<file path="src/rtl/tile_scheduler_if.sv">
// Handshake bundle between the tile scheduler and its host, input and drain controllers.
// Index widths are derived here from the tile geometry, so both ends agree on them.
interface tile_scheduler_if #(
    parameter int ADDR_WIDTH   = 23,
    parameter int MAC_SIZE     = 32,
    parameter int BIG_MAC_SIZE = 512
);
    localparam int DIVIDE = BIG_MAC_SIZE / MAC_SIZE;
    localparam int IDX_W  = (DIVIDE > 1) ? $clog2(DIVIDE) : 1;

    logic                  start;
    logic                  abort;
    logic                  tile_done;
    logic                  drain_ready;
    logic                  comp_enb;
    logic [ADDR_WIDTH-1:0] base_addr_A;
    logic [ADDR_WIDTH-1:0] base_addr_B;
    logic [IDX_W-1:0]      row_idx;
    logic [IDX_W-1:0]      col_idx;
    logic [2*IDX_W:0]      tile_count;
    logic                  drain_req;
    logic                  busy;
    logic                  done;
    logic                  err;

    modport master (
        input  start, abort, tile_done, drain_ready,
        output comp_enb, base_addr_A, base_addr_B, row_idx, col_idx,
               tile_count, drain_req, busy, done, err
    );

    modport slave (
        output start, abort, tile_done, drain_ready,
        input  comp_enb, base_addr_A, base_addr_B, row_idx, col_idx,
               tile_count, drain_req, busy, done, err
    );
endinterface

</file>
<file path="src/rtl/tile_scheduler.sv">
// Walks a DIVIDE x DIVIDE grid of MAC tiles: arm, run, drain per tile, then signal done.
// Optional RUN watchdog is enabled by defining TILE_SCHED_TIMEOUT_EN.
//
// state  | meaning
// IDLE   | waiting for start, input controller held (comp_enb=1)
// ARM    | comp_enb held high for ARM_CYCLES cycles
// RUN    | comp_enb low, waiting for tile_done
// DRAIN  | drain_req high until drain_ready, then advance indices
// FINISH | one-cycle done pulse, back to IDLE
module tile_scheduler #(
    parameter int ADDR_WIDTH     = 23,
    parameter int MAC_SIZE       = 32,
    parameter int BIG_MAC_SIZE   = 512,
    parameter int B_ADDR_HEAD    = 15,
    parameter int ARM_CYCLES     = 2,
    parameter int TIMEOUT_CYCLES = 65536
) (
    input  logic              clk,
    input  logic              rst,
    tile_scheduler_if.master  bus
);
    localparam int DIVIDE     = BIG_MAC_SIZE / MAC_SIZE;
    localparam int IDX_W      = (DIVIDE > 1) ? $clog2(DIVIDE) : 1;
    localparam int CNT_W      = 2 * IDX_W + 1;
    localparam int HEAD_SHIFT = B_ADDR_HEAD - IDX_W;
    localparam int ARM_W      = (ARM_CYCLES > 1) ? $clog2(ARM_CYCLES) : 1;
    localparam logic [ARM_W-1:0] ARM_LOAD = ARM_W'(ARM_CYCLES - 1);
    localparam logic [IDX_W-1:0] IDX_LAST = IDX_W'(DIVIDE - 1);

    typedef enum logic [2:0] {
        S_IDLE,
        S_ARM,
        S_RUN,
        S_DRAIN,
        S_FINISH
    } state_t;

    state_t           state, state_nxt;
    logic [ARM_W-1:0] arm_cnt, arm_nxt;
    logic [IDX_W-1:0] row, row_nxt, col, col_nxt;
    logic [CNT_W-1:0] tile_count, cnt_nxt;
    logic             err, err_nxt;
    logic             comp_enb_c, drain_req_c, done_c;
    logic             force_idle;
`ifdef TILE_SCHED_TIMEOUT_EN
    logic [16:0]      wdog;
    logic             timeout;
`endif

    always_ff @(posedge clk or posedge rst) begin
        if (rst) begin
            state      <= S_IDLE;
            arm_cnt    <= '0;
            row        <= '0;
            col        <= '0;
            tile_count <= '0;
            err        <= 1'b0;
        end else begin
            state      <= state_nxt;
            arm_cnt    <= arm_nxt;
            row        <= row_nxt;
            col        <= col_nxt;
            tile_count <= cnt_nxt;
            err        <= err_nxt;
        end
    end

`ifdef TILE_SCHED_TIMEOUT_EN
    // Counts cycles spent in RUN; zero on every RUN entry.
    always_ff @(posedge clk or posedge rst) begin
        if (rst)                wdog <= '0;
        else if (state == S_RUN) wdog <= wdog + 17'd1;
        else                    wdog <= '0;
    end

    assign timeout = (state == S_RUN) && !bus.tile_done &&
                     (wdog == 17'(TIMEOUT_CYCLES - 1));
`endif

    always_comb begin
        state_nxt   = state;
        arm_nxt     = arm_cnt;
        row_nxt     = row;
        col_nxt     = col;
        cnt_nxt     = tile_count;
        err_nxt     = err;
        comp_enb_c  = 1'b1;
        drain_req_c = 1'b0;
        done_c      = 1'b0;

        case (state)
            S_IDLE: begin
                if (bus.start && !bus.abort) begin
                    state_nxt = S_ARM;
                    arm_nxt   = ARM_LOAD;
                    row_nxt   = '0;
                    col_nxt   = '0;
                    cnt_nxt   = '0;
                    err_nxt   = 1'b0;
                end
            end
            S_ARM: begin
                if (arm_cnt == '0) state_nxt = S_RUN;
                else               arm_nxt   = arm_cnt - 1'b1;
            end
            S_RUN: begin
                comp_enb_c = 1'b0;
                if (bus.tile_done) state_nxt = S_DRAIN;
            end
            S_DRAIN: begin
                drain_req_c = 1'b1;
                if (bus.drain_ready) begin
                    cnt_nxt = tile_count + CNT_W'(1);
                    if (col == IDX_LAST) begin
                        col_nxt = '0;
                        row_nxt = (row == IDX_LAST) ? '0 : row + 1'b1;
                    end else begin
                        col_nxt = col + 1'b1;
                    end
                    if (row == IDX_LAST && col == IDX_LAST) begin
                        state_nxt = S_FINISH;
                    end else begin
                        state_nxt = S_ARM;
                        arm_nxt   = ARM_LOAD;
                    end
                end
            end
            S_FINISH: begin
                done_c    = 1'b1;
                row_nxt   = '0;
                col_nxt   = '0;
                state_nxt = S_IDLE;
            end
            default: state_nxt = S_IDLE;
        endcase

        if (bus.tile_done && state != S_RUN) err_nxt = 1'b1;

        force_idle = bus.abort && (state != S_IDLE);
`ifdef TILE_SCHED_TIMEOUT_EN
        if (timeout) err_nxt = 1'b1;
        force_idle = force_idle || timeout;
`endif
        // Abort wins over any same-cycle progress; indices keep their last values.
        if (force_idle) begin
            state_nxt = S_IDLE;
            arm_nxt   = arm_cnt;
            row_nxt   = row;
            col_nxt   = col;
            cnt_nxt   = tile_count;
        end
    end

    assign bus.comp_enb    = comp_enb_c;
    assign bus.drain_req   = drain_req_c;
    assign bus.done        = done_c;
    assign bus.busy        = (state != S_IDLE);
    assign bus.err         = err;
    assign bus.row_idx     = row;
    assign bus.col_idx     = col;
    assign bus.tile_count  = tile_count;
    assign bus.base_addr_A = ADDR_WIDTH'(row) << HEAD_SHIFT;
    assign bus.base_addr_B = (ADDR_WIDTH'(col) << HEAD_SHIFT) + (ADDR_WIDTH'(1) << B_ADDR_HEAD);
endmodule

</file>
<file path="src/flat_wrapper.sv">
// flat-port wrapper written by rule: the top's interface ports become plain ports
module tile_scheduler_flat 
#(
    parameter int ADDR_WIDTH     = 23,
    parameter int MAC_SIZE       = 32,
    parameter int BIG_MAC_SIZE   = 512,
    parameter int B_ADDR_HEAD    = 15,
    parameter int ARM_CYCLES     = 2,
    parameter int TIMEOUT_CYCLES = 65536
)
  (clk, rst, bus_start, bus_abort, bus_tile_done, bus_drain_ready, bus_comp_enb, bus_base_addr_A, bus_base_addr_B, bus_row_idx, bus_col_idx, bus_tile_count, bus_drain_req, bus_busy, bus_done, bus_err);
  tile_scheduler_if #(.ADDR_WIDTH(ADDR_WIDTH), .MAC_SIZE(MAC_SIZE), .BIG_MAC_SIZE(BIG_MAC_SIZE)) bus_i ();
  input  logic clk;
  input  logic rst;
  input wire logic [$bits(bus_i.start)-1:0] bus_start;
  input wire logic [$bits(bus_i.abort)-1:0] bus_abort;
  input wire logic [$bits(bus_i.tile_done)-1:0] bus_tile_done;
  input wire logic [$bits(bus_i.drain_ready)-1:0] bus_drain_ready;
  output wire logic [$bits(bus_i.comp_enb)-1:0] bus_comp_enb;
  output wire logic [$bits(bus_i.base_addr_A)-1:0] bus_base_addr_A;
  output wire logic [$bits(bus_i.base_addr_B)-1:0] bus_base_addr_B;
  output wire logic [$bits(bus_i.row_idx)-1:0] bus_row_idx;
  output wire logic [$bits(bus_i.col_idx)-1:0] bus_col_idx;
  output wire logic [$bits(bus_i.tile_count)-1:0] bus_tile_count;
  output wire logic [$bits(bus_i.drain_req)-1:0] bus_drain_req;
  output wire logic [$bits(bus_i.busy)-1:0] bus_busy;
  output wire logic [$bits(bus_i.done)-1:0] bus_done;
  output wire logic [$bits(bus_i.err)-1:0] bus_err;
  assign bus_i.start = bus_start;
  assign bus_i.abort = bus_abort;
  assign bus_i.tile_done = bus_tile_done;
  assign bus_i.drain_ready = bus_drain_ready;
  assign bus_comp_enb = bus_i.comp_enb;
  assign bus_base_addr_A = bus_i.base_addr_A;
  assign bus_base_addr_B = bus_i.base_addr_B;
  assign bus_row_idx = bus_i.row_idx;
  assign bus_col_idx = bus_i.col_idx;
  assign bus_tile_count = bus_i.tile_count;
  assign bus_drain_req = bus_i.drain_req;
  assign bus_busy = bus_i.busy;
  assign bus_done = bus_i.done;
  assign bus_err = bus_i.err;
  tile_scheduler #(.ADDR_WIDTH(ADDR_WIDTH), .MAC_SIZE(MAC_SIZE), .BIG_MAC_SIZE(BIG_MAC_SIZE), .B_ADDR_HEAD(B_ADDR_HEAD), .ARM_CYCLES(ARM_CYCLES), .TIMEOUT_CYCLES(TIMEOUT_CYCLES)) u_core (.clk(clk), .rst(rst), .bus(bus_i));
endmodule
</file>
<file path="config.mk">
export PLATFORM = sky130hd
export DESIGN_NAME = tile_scheduler_flat
export DESIGN_NICKNAME = d
export VERILOG_FILES = /design/src/rtl/tile_scheduler_if.sv /design/src/rtl/tile_scheduler.sv /design/src/flat_wrapper.sv
export SDC_FILE = /design/constraint.sdc
export NUM_CORES = 1
export LEC_CHECK = 0
export CAP_MARGIN = 20
export CORE_MARGIN = 8
export CORE_UTILIZATION = 55
export DETAILED_ROUTE_END_ITERATION = 10
export DONT_BUFFER_PORTS = 1
export PLACE_DENSITY = 0.7
export SYNTH_ARGS = -nofsm -noshare
export SYNTH_HDL_FRONTEND = slang
export SYNTH_SLANG_ARGS = --single-unit
</file>
<file path="constraint.sdc">
create_clock -name clk -period 2.17 [get_ports clk]
set_clock_uncertainty 0.2 [all_clocks]
set_input_delay 0.434 -clock clk [delete_from_list [all_inputs] [get_ports clk]]
set_output_delay 0.434 -clock clk [all_outputs]
set_load 0.05 [all_outputs]
</file>
# Yosys cells after proc, flatten, opt, wreduce, memory -nomap -nowiden
# Index checks and enable logic that the tools add are counted.
[word_totals]
register_bits = 22
inputBits = 6
[op_classes]
n_eq_ne = 15
bitwise_logic = 1
n_mux = 29
addsub = 5
reduce_logical = 18
[op_table]
columns = ["op", "count"]
rows = [
  ["two-way mux 4 bit", 6],
  ["one-hot mux 4 bit (3 select lines)", 2],
  ["two-way mux 3 bit", 6],
  ["two-way mux 9 bit", 2],
  ["one-hot mux 9 bit (2 select lines)", 1],
  ["adder 15 x 16 -> 17 bit, second input constant", 1],
  ["one-hot mux 3 bit (4 select lines)", 1],
  ["AND reduction 4 bit", 3],
  ["two-way mux 1 bit", 10],
  ["AND reduction 5 bit", 2],
  ["adder 9 x 1 -> 9 bit, second input constant", 1],
  ["!= test 3 x 2 -> 1 bit, second input constant", 3],
  ["nonzero test 3 bit", 3],
  ["adder 4 x 1 -> 4 bit, second input constant", 2],
  ["== test 4 bit, second input constant", 2],
  ["== test 3 x 2 -> 1 bit, second input constant", 2],
  ["nonzero test 2 bit", 3],
  ["logical AND 1 bit", 4],
  ["!= test 2 x 1 -> 1 bit, second input constant", 2],
  ["!= test 2 bit, second input constant", 2],
  ["== test 3 x 1 -> 1 bit, second input constant", 1],
  ["== test 3 bit, second input constant", 1],
  ["zero test 3 bit", 1],
  ["!= test 3 x 1 -> 1 bit, second input constant", 1],
  ["other kinds (6)", 6],
]

# Depth between registers and ports, before layout
# Gate-level depths: netlist (run 1).
[depth]
word_depth = 6
mapped_depth = 6
depth_no_buf = 5

# Worst setup path before layout (run 1)
# OpenSTA, ideal clock, no wires.
[synth_path]
path_kind = "register to output"
startpoint = "register u_core.state[1]"
endpoint = "output port bus_done"
slack_ns = -0.206
required_ns = 1.536
stages_incl_launch_ff = 3
arrival_time_ns = 1.742
path_buffers = 1
cell_sequence = "dfrtp_1 > buf_2 > nor3b_1"
[synth_via]
elab_chain_cells = 2
[synth_lines]
columns = ["item", "line", "text"]
rows = [
  ["from (decl)", "tile_scheduler.sv:38", "state_t state, state_nxt;"],
  ["from (signal assigned)", "tile_scheduler.sv:59", "state <= state_nxt;"],
  ["== test 3 bit", "tile_scheduler.sv:91", "case (state)"],
  ["two-way mux 1 bit", "tile_scheduler.sv:91", ""],
  ["to (decl)", "flat_wrapper.sv:27", "output wire logic [$bits(bus_i.done)-1:0] bus_done;"],
]
# Every way passes these cells.

# Final worst setup path (run 1)
[layout_path]
startpoint = "register u_core.state[2]"
endpoint = "output port bus_drain_req"
[layout_via]
elab_chain_cells = 2
[layout_lines]
columns = ["item", "line", "text"]
rows = [
  ["== test 3 x 2 -> 1 bit", "tile_scheduler.sv:91", ""],
  ["two-way mux 1 bit", "tile_scheduler.sv:91", ""],
  ["to (decl)", "flat_wrapper.sv:25", "output wire logic [$bits(bus_i.drain_req)-1:0] bus_drain_req;"],
]
# Every way passes these cells.

==> summary.md, run 1 <==
| Metric | Value |
|---|---|
| Layout area overhead | 0.565% |
| Static Leak | 0.803 nW |
| 1st-iter DRT viols | 57 |
| Min-delay worst type | primary input to register |
| CP Capture Type | output pin |
| Root Buffer | clkbuf_4 |
| Most used DFF post-synth | dfrtp_1 |
| Core Area | 2710 sq um |
| CTS Buffer Depth | 2 |
| Global-route wire length before repair | 5.81 mm |
| Initial antenna violation count | 0 |
| Die X | 69.1 um |
| CTS tree | done |
| Area contributors post-synth | dfrtp_1 (35%), buf_4 (22%), o21ai_0 (5.5%), nand2_1 (2.9%), nor2_1 (2.9%) |
| #FFs+latches synth | 22 |
| Synthesized netlist cell count | 180 |
| Max VDD drop | 432 uV |
| Power Dens Cells | 668 nW/um^2 |
| Req. time, crit path | 1.54 ns |
| Crit-path max FO | 8 |
| Asr flop ratio synth | 100% |
| RSZ-0062 raised after global routing | no |
| Highest-count cells in the layout ignoring fill and taps | conb_1 (38), buf_4 (20), dfrtp_1 (20) |
| I/O Pins | 74 |
| Worst Path Arrival | 1.45 ns |
| Routed met3 length | 290 um |
| Status | finished clean |
| Final Hold Viols | 0 |
| WL per Instance | 15.3 um |
| Gr ovfl total | 0 |
| Post-synth top area cell | dfrtp_1 |
| Die footprint | 4780 sq um |
| Via density | 5.35 |
| Vias in the first global route | 1219 |
| Met2 WL | 1.62 mm |
| Vias post-DR | 1176 |
| Number of setup violations in the final report | 0 |
| FMAX | 479 MHz |
| # nets final | 200 |
| Clock transition at path regs | 0.12 ns |
| # clock sinks | 22 |
| Remaining antenna violation count | 0 |
| CTS HTree Levels | 1 |
| # diodes | 0 |
| Starting Density | 57.2% |
| Startpoint Class | register |
| Clk_lat worst skew | 0.30 ns |
| Fin Setup TNS | 0 ns |
| Post-synth EDFFs | 0 |
| Ys Warns | 0 |
| Crit share post-route | 96.2% |
| Site Rows | 19 |
| Largest net degree at the start of global routing | 15 |
| Total CTS buffers | 3 |
| Post-synth top area share | 35.5% |
| RePlAce Congestion | 0.845 |
| Minimum clock period | 2.09 ns |
| Commonest non-fill, non-tap cell in the layout | conb_1 |
| Post-Syn Area | 1550 sq um |
| Yosys cell types | 41 |
| # DRC | 0 |
| Die height | 69.1 um |
| Kind of critical path | register to output pin |
| Overall Global Routing Usage | 14.1% |
| IO Port Bufs | 0 |
| Router iterations before antenna repair | 5 |
| DRT Wirelength | 3.37 mm |
| Slew Limit Fails | 0 |
| Layout cell share with drive strength beyond 1 | 16.9% |
| Seq/Total Area, Yosys | 35.5% |
| Max Used Layer | met4 |
| Max-Cap Viols | 0 |
| Pwr Total | 1.04 mW |
| M1 WL | 1.38 mm |
| Mapped Avg Cell Area | 8.62 sq um |
| HPWL after detailed placement | 2.62 mm |
flip-flops by register name (all words and copies together), names as in the netlist:
signal and count:
u_core.state 3, u_core.bus.col_idx 4, u_core.bus.row_idx 4, u_core.bus.err 1, u_core.bus.tile_count 9, u_core.arm_cnt 1
metal layers:
metal / vias to the layer above / GRT usage (%)
met3: 8 / 4.15
met2: 51 / 22.7
met5: - / 0
li1: 564 / -
met4: 0 / 6.83
met1: 553 / 16.5
synthesized netlist by cell type, types with 2 or more instances:
cell type and number:
nor3b_1 3, nand2_1 12, or3_1 2, a22o_1 2
and2_1 2, ha_1 3, buf_2 3, conb_1 2
nor2_1 12, buf_4 46, inv_1 4, and3_1 4
a31oi_1 3, a21oi_1 5, nand4_1 2, o31ai_1 5
nor3_1 2, o21ai_0 17, dfrtp_1 22, nand3_1 8
layout make-up:
class	instances	area (sq um)
clock buffers	3	22.5
fillers	244	1150
inverters	4	15.0
multi-input cells	139	771
flip-flops and latches	22	553
well taps	31	38.8
repair buffers	21	160
timing repair:
item | 4_1_cts | 5_1_grt
endpoints found under the setup margin | 2 | 1
resized for setup | 3 | 1
buffers inserted | 0 | 0
hold buffers | 1 | 0
endpoints found under the hold margin | 8 | 0
final timing paths:
path / slack, ns / cells after the start / end / startpoint
setup / recovery: 0.08 / 3 / bus_drain_req / u_core.state[2]
setup reg to reg: 0.30 / 3 / u_core.bus.row_idx[0] / u_core.state[1]
hold / removal: 0.04 / 2 / u_core.bus.err / bus_tile_done
hold reg to reg: 0.37 / 1 / u_core.bus.row_idx[1] / u_core.bus.row_idx[1]
max in group asynchronous: 0.95 / 3 / u_core.state[0] / rst
min in group asynchronous: 0.31 / 2 / u_core.bus.col_idx[3] / rst
power breakdown:
| part | internal (mW) | switching (mW) | leakage (nW) |
|---|---|---|---|
| combinational | 0.0716 | 0.291 | 0.495 |
| sequential | 0.436 | 0.0553 | 0.295 |
| clock | 0.0648 | 0.123 | 0.0138 |
| total | 0.573 | 0.470 | 0.803 |
critical path, cell delays in order (launching register included):
cell and delay [ns]:
dfrtp_1 0.48, nand3b_4 0.24, inv_1 0.18, buf_4 0.25
stage by stage:
step | util [%] | cells | hold slack [ns] | cell area (sq um) | worst slack (ns)
after floorplan | - | 216 | 0.223 | 1690 | 0.150
after global placement | 55.8 | 216 | 0.0897 | 1510 | 0.314
after detailed placement | 55.8 | 216 | 0.0974 | 1510 | 0.252
after CTS | 57.4 | 220 | 0.0427 | 1560 | 0.0279
after global routing | 57.6 | 220 | 0.0434 | 1560 | 0.0106
final | 57.6 | 220 | 0.0401 | 1560 | 0.0833
kinds of logic (layout without fill, tap and decap cells):
logic type      after synthesis  after routing  synth area share, %
other cells                   2             38                0.484
fa+ha+maj                     3              3                 2.42
compound gates               42             42                 17.4
mux                           2              2                 1.61
flops                        22             22                 35.5
simple gates                 54             54                 17.9
buf+inv                      55             28                 24.7
No activity file was read; power rests on OpenSTA's default activity.
==> inputs of run 2 (changes only) <==
Settings changed: SETUP_SLACK_MARGIN from default to 0.05.
==> run 2 against run 1 <==
Compared with the run above: fmax is 1.8% higher; count of clock-buffer cells in the layout stayed put; total power is 3.5% higher; critical path type unchanged.
==> summary.md, run 2 (synthesized netlist as in run 1, its figures left out) <==
| Metric | Value |
|---|---|
| Setup ws final | 0.119 ns |
| Pre-CTS WS | 0.252 ns |
| Kind of critical path | register to output pin |
| Reg2Reg Launch Point | u_core.state[1] |
| DRT Wirelength | 3.43 mm |
| RePlAce Congestion | 0.845 |
| CTS HTree Levels | 1 |
| Die footprint | 4780 sq um |
| Router iterations before antenna repair | 4 |
| Critical path launch point | u_core.state[0] |
| Root Buffer | clkbuf_4 |
| Initial antenna violation count | 0 |
| Vias post-DR | 1193 |
| WL per Instance | 15.2 um |
| Final Hold Viols | 0 |
| HPWL after detailed placement | 2.62 mm |
| Max VDD drop | 434 uV |
| Clock transition at path regs | 0.12 ns |
| Power Dens Cells | 668 nW/um^2 |
| Highest-count cells in the layout ignoring fill and taps | conb_1 (38), buf_4 (23), dfrtp_1 (19) |
| CTS tree | done |
| FMAX | 488 MHz |
| Max-Cap Viols | 0 |
| Die height | 69.1 um |
| Fin Setup TNS | 0 ns |
| Minimum clock period | 2.05 ns |
| Vias in the first global route | 1219 |
| Global-route wire length before repair | 5.81 mm |
| Core Area | 2710 sq um |
| Worst Path Arrival | 1.42 ns |
| Site Rows | 19 |
| Status | finished clean |
| 1st-iter DRT viols | 53 |
| Min-Delay Endpoint | u_core.bus.err |
| CTS Buffer Depth | 2 |
| # clock sinks | 22 |
| # diodes | 0 |
| # nets final | 205 |
| Min-delay worst type | primary input to register |
| # DRC | 0 |
| Remaining antenna violation count | 0 |
| Layout cell share with drive strength beyond 1 | 19.6% |
| Gr ovfl total | 0 |
| Startpoint Class | register |
| R2R setup slack | 0.18 ns |
| Slew Limit Fails | 0 |
| Overall Global Routing Usage | 14.1% |
| Commonest non-fill, non-tap cell in the layout | conb_1 |
| Total CTS buffers | 3 |
| Number of setup violations in the final report | 0 |
| Static Leak | 0.832 nW |
| Clk_lat worst skew | 0.31 ns |
| IO Port Bufs | 0 |
| RSZ-0062 raised after global routing | no |
| Worst Min Path Start | bus_tile_done |
| Crit share post-route | 94.5% |
| CP Capture Type | output pin |
| Crit Reg-Reg Endpoint | u_core.bus.row_idx[0] |
| Hold Path Depth | 2 |
| Max reg flops | 9 |
| Starting Density | 57.2% |
| Via density | 5.30 |
| Layout area overhead | 4.11% |
| Largest net degree at the start of global routing | 15 |
| Crit-path max FO | 7 |
| Req. time, crit path | 1.54 ns |
| Top reg by flops | u_core.bus.tile_count |
| Worst r2r path cells | 4 |
| Die X | 69.1 um |
| I/O Pins | 74 |
run 2: cell count changes in the layout (fill, tap and decap cells not counted), sizes merged:
| cell | before | now |
|---|---|---|
| buf | 20 | 25 |
run 2: critical path, stage by stage, from the launching register on:
cell and delay, ns:
dfrtp_2 0.49, buf_12 0.15, or3_4 0.46
run 2: cell type report:
cell class,count,area (sq um)
clock buffer,3,22.5
fill,240,1090
inverter,4,15.0
multi-input combinational,139,771
sequential,22,554
tap,31,38.8
timing repair buffer,26,214
run 2: timing repair:
action / CTS / global route
hold buffers: 1 / 0
endpoints found under the setup margin: 2 / 1
gates resized for setup: 4 / 2
hold endpoints to repair: 8 / 0
setup buffers: 0 / 5
cloned: 0 / 0
run 2: per-stage QoR:
step           power (mW)  util, %  cell area, sq um  hold slack [ns]  std cells
4_1_cts              1.05     57.6              1560           0.0427        220
3_5_place_dp        0.848     55.8              1510           0.0974        216
6_report             1.08     59.6              1620           0.0417        225
5_1_grt              1.14     59.6              1620           0.0434        225
3_3_place_gp        0.842     55.8              1510           0.0897        216
2_1_floorplan       0.858        -              1690            0.223        216
run 2: how the worst max path moves through the flow:
stage,endpoint,depth (start not counted),slack [ns]
2_1_floorplan,u_core.bus.row_idx[3],6,0.15
3_3_place_gp,u_core.bus.row_idx[0],4,0.31
3_5_place_dp,u_core.bus.row_idx[0],4,0.25
4_1_cts,bus_drain_req,3,0.10
5_1_grt,bus_drain_req,3,0.07
6_report,bus_busy,2,0.12
run 2: per-layer routing:
layer	vias to the layer above	GRT usage, %	routed length [um]
met3	8	4.15	315
met1	552	16.5	1390
li1	576	-	-
met5	-	0	0
met2	57	22.7	1650
met4	0	6.83	82
run 2: power by group:
group / internal [mW] / switching, mW / leakage, nW
combinational: 0.100 / 0.306 / 0.525
sequential: 0.436 / 0.0485 / 0.293
clock: 0.0648 / 0.124 / 0.0138
total: 0.602 / 0.478 / 0.832
==> inputs of run 3 (changes only) <==
Settings changed: CORE_MARGIN 8 to default.
==> run 3 against run 2 <==
Compared with the run above: via count grew 1.4%; largest power group unchanged; total power up 8.1%; wire length is 13% lower; global-route usage rose by 6.7 points; critical path depth grew 1; count of clock-buffer cells in the layout unchanged; largest cell class unchanged; clock power is 68% higher; fmax up 0.10%; setup slack better by 0.0021 ns; combinational power fell by 11%; sequential share of layout area rose by 0.52 points.
==> summary.md, run 3 (synthesized netlist as in run 1, its figures left out) <==
| Metric | Value |
|---|---|
| Hold Path Depth | 2 |
| CTS Buffer Depth | 2 |
| Min-delay worst type | primary input to register |
| Req. time, crit path | 1.54 ns |
| CTS tree | done |
| DRT Wirelength | 2.98 mm |
| Worst Path Arrival | 1.41 ns |
| Overall Global Routing Usage | 20.7% |
| Max reg flops | 9 |
| # DRC | 0 |
| Top reg by flops | u_core.bus.tile_count |
| Die height | 55.1 um |
| CTS HTree Levels | 1 |
| WL per Instance | 13.5 um |
| 1st-iter DRT viols | 27 |
| FMAX | 488 MHz |
| Starting Density | 60.4% |
| Critical path launch point | u_core.state[2] |
| Die X | 55.1 um |
| Gr ovfl total | 0 |
| Reg2Reg Launch Point | u_core.state[2] |
| Power Dens Cells | 735 nW/um^2 |
| IO Port Bufs | 0 |
| Largest net degree at the start of global routing | 23 |
| Via density | 5.48 |
| Highest-count cells in the layout ignoring fill and taps | conb_1 (38), buf_4 (21), dfrtp_1 (20) |
| Startpoint Class | register |
| CP Capture Type | output pin |
| Worst Min Path Start | bus_tile_done |
| Kind of critical path | register to output pin |
| Clk_lat worst skew | 0.30 ns |
| HPWL after detailed placement | 2.15 mm |
| Vias in the first global route | 1028 |
| # nets final | 201 |
| Commonest non-fill, non-tap cell in the layout | conb_1 |
| Status | finished clean |
| Root Buffer | clkbuf_4 |
| Vias post-DR | 1210 |
| RSZ-0062 raised after global routing | no |
| Pwr Total | 1.17 mW |
| Site Rows | 18 |
| Clock transition at path regs | 0.13 ns |
| Crit-path max FO | 8 |
| Worst r2r path cells | 4 |
| Post-Route Utilization | 61.8% |
| Router iterations before antenna repair | 4 |
| Number of setup violations in the final report | 0 |
| # clock sinks | 22 |
| Max-Cap Viols | 0 |
| Layout cell share with drive strength beyond 1 | 17.8% |
| Crit share post-route | 94.4% |
| # diodes | 0 |
| RePlAce Congestion | 0.823 |
| Remaining antenna violation count | 0 |
| Final Hold Viols | 0 |
| I/O Pins | 74 |
| Max VDD drop | 490 uV |
| Fin Setup TNS | 0 ns |
| Minimum clock period | 2.05 ns |
| Global-route wire length before repair | 4.51 mm |
| Slew Limit Fails | 0 |
| Initial antenna violation count | 0 |
| Static Leak | 0.795 nW |
| Reg area | 553 sq um |
| Core Area | 2570 sq um |
| Die footprint | 3040 sq um |
| Layout area overhead | 2.34% |
| Hold slack | 0.0265 ns |
| Multi-input gate area | 762 sq um |
| Fillers | 230 |
| Total CTS buffers | 3 |
[run 3: changes by cell type in the layout (fill, tap and decap cells not counted)]
cell       previous run  this run
buf_4                23        21
buf_12                1         0
buf_6                 1         0
bufinv_16             0         1
dfrtp_1              19        20
dfrtp_2               3         2
nand3b_2              0         1
nand3b_4              1         0
[run 3: repair_timing]
| action | 4_1_cts | 5_1_grt |
|---|---|---|
| gates resized for setup | 1 | 2 |
| endpoints found under the hold margin | 22 | 0 |
| buffers inserted | 0 | 0 |
| endpoints found under the setup margin | 1 | 2 |
| hold buffers | 1 | 0 |
[run 3: path summary, 6_finish.rpt]
check                      slack (ns)                  endpoint
max in group asynchronous        1.14           u_core.state[0]
min reg2reg                      0.36  u_core.bus.tile_count[1]
min in group asynchronous        0.39  u_core.bus.tile_count[8]
min                              0.03            u_core.bus.err
max reg2reg                      0.26  u_core.bus.tile_count[6]
max                              0.12             bus_drain_req
[run 3: critical path: stages, from the launching register on]
cell      delay, ns
dfrtp_1        0.49
nand3b_2       0.25
inv_1          0.14
buf_4          0.24
[run 3: routing by layer]
| metal | GRT usage, % | vias to the layer above | share of wire, % |
|---|---|---|---|
| li1 | - | 568 | - |
| met1 | 27.7 | 579 | 44 |
| met2 | 33.3 | 61 | 48 |
| met3 | 3.01 | 2 | 7.2 |
| met4 | 8.75 | 0 | 0.91 |
| met5 | 0 | - | 0 |
[run 3: final cells by class]
class	count	area share [%]
clock buffer	3	1.42
inverter	4	0.946
tap	30	2.36
clock inverter	1	1.89
timing repair buffer	22	10.6
sequential	22	34.8
multi-input combinational	139	48.0
[run 3: report_power, final]
part / switching, mW / total, mW / internal, mW
Sequential: 0.0535 / 0.490 / 0.436
Clock: 0.130 / 0.316 / 0.186
Combinational: 0.288 / 0.361 / 0.0723
[run 3: per-stage QoR]
step / std cells / setup slack (ns) / instance area [sq um]
final: 221 / 0.122 / 1590
after global placement: 216 / 0.294 / 1520
after detailed placement: 216 / 0.236 / 1520
after floorplan: 216 / 0.150 / 1690
after CTS: 221 / 0.0861 / 1590
after global routing: 221 / 0.0518 / 1590
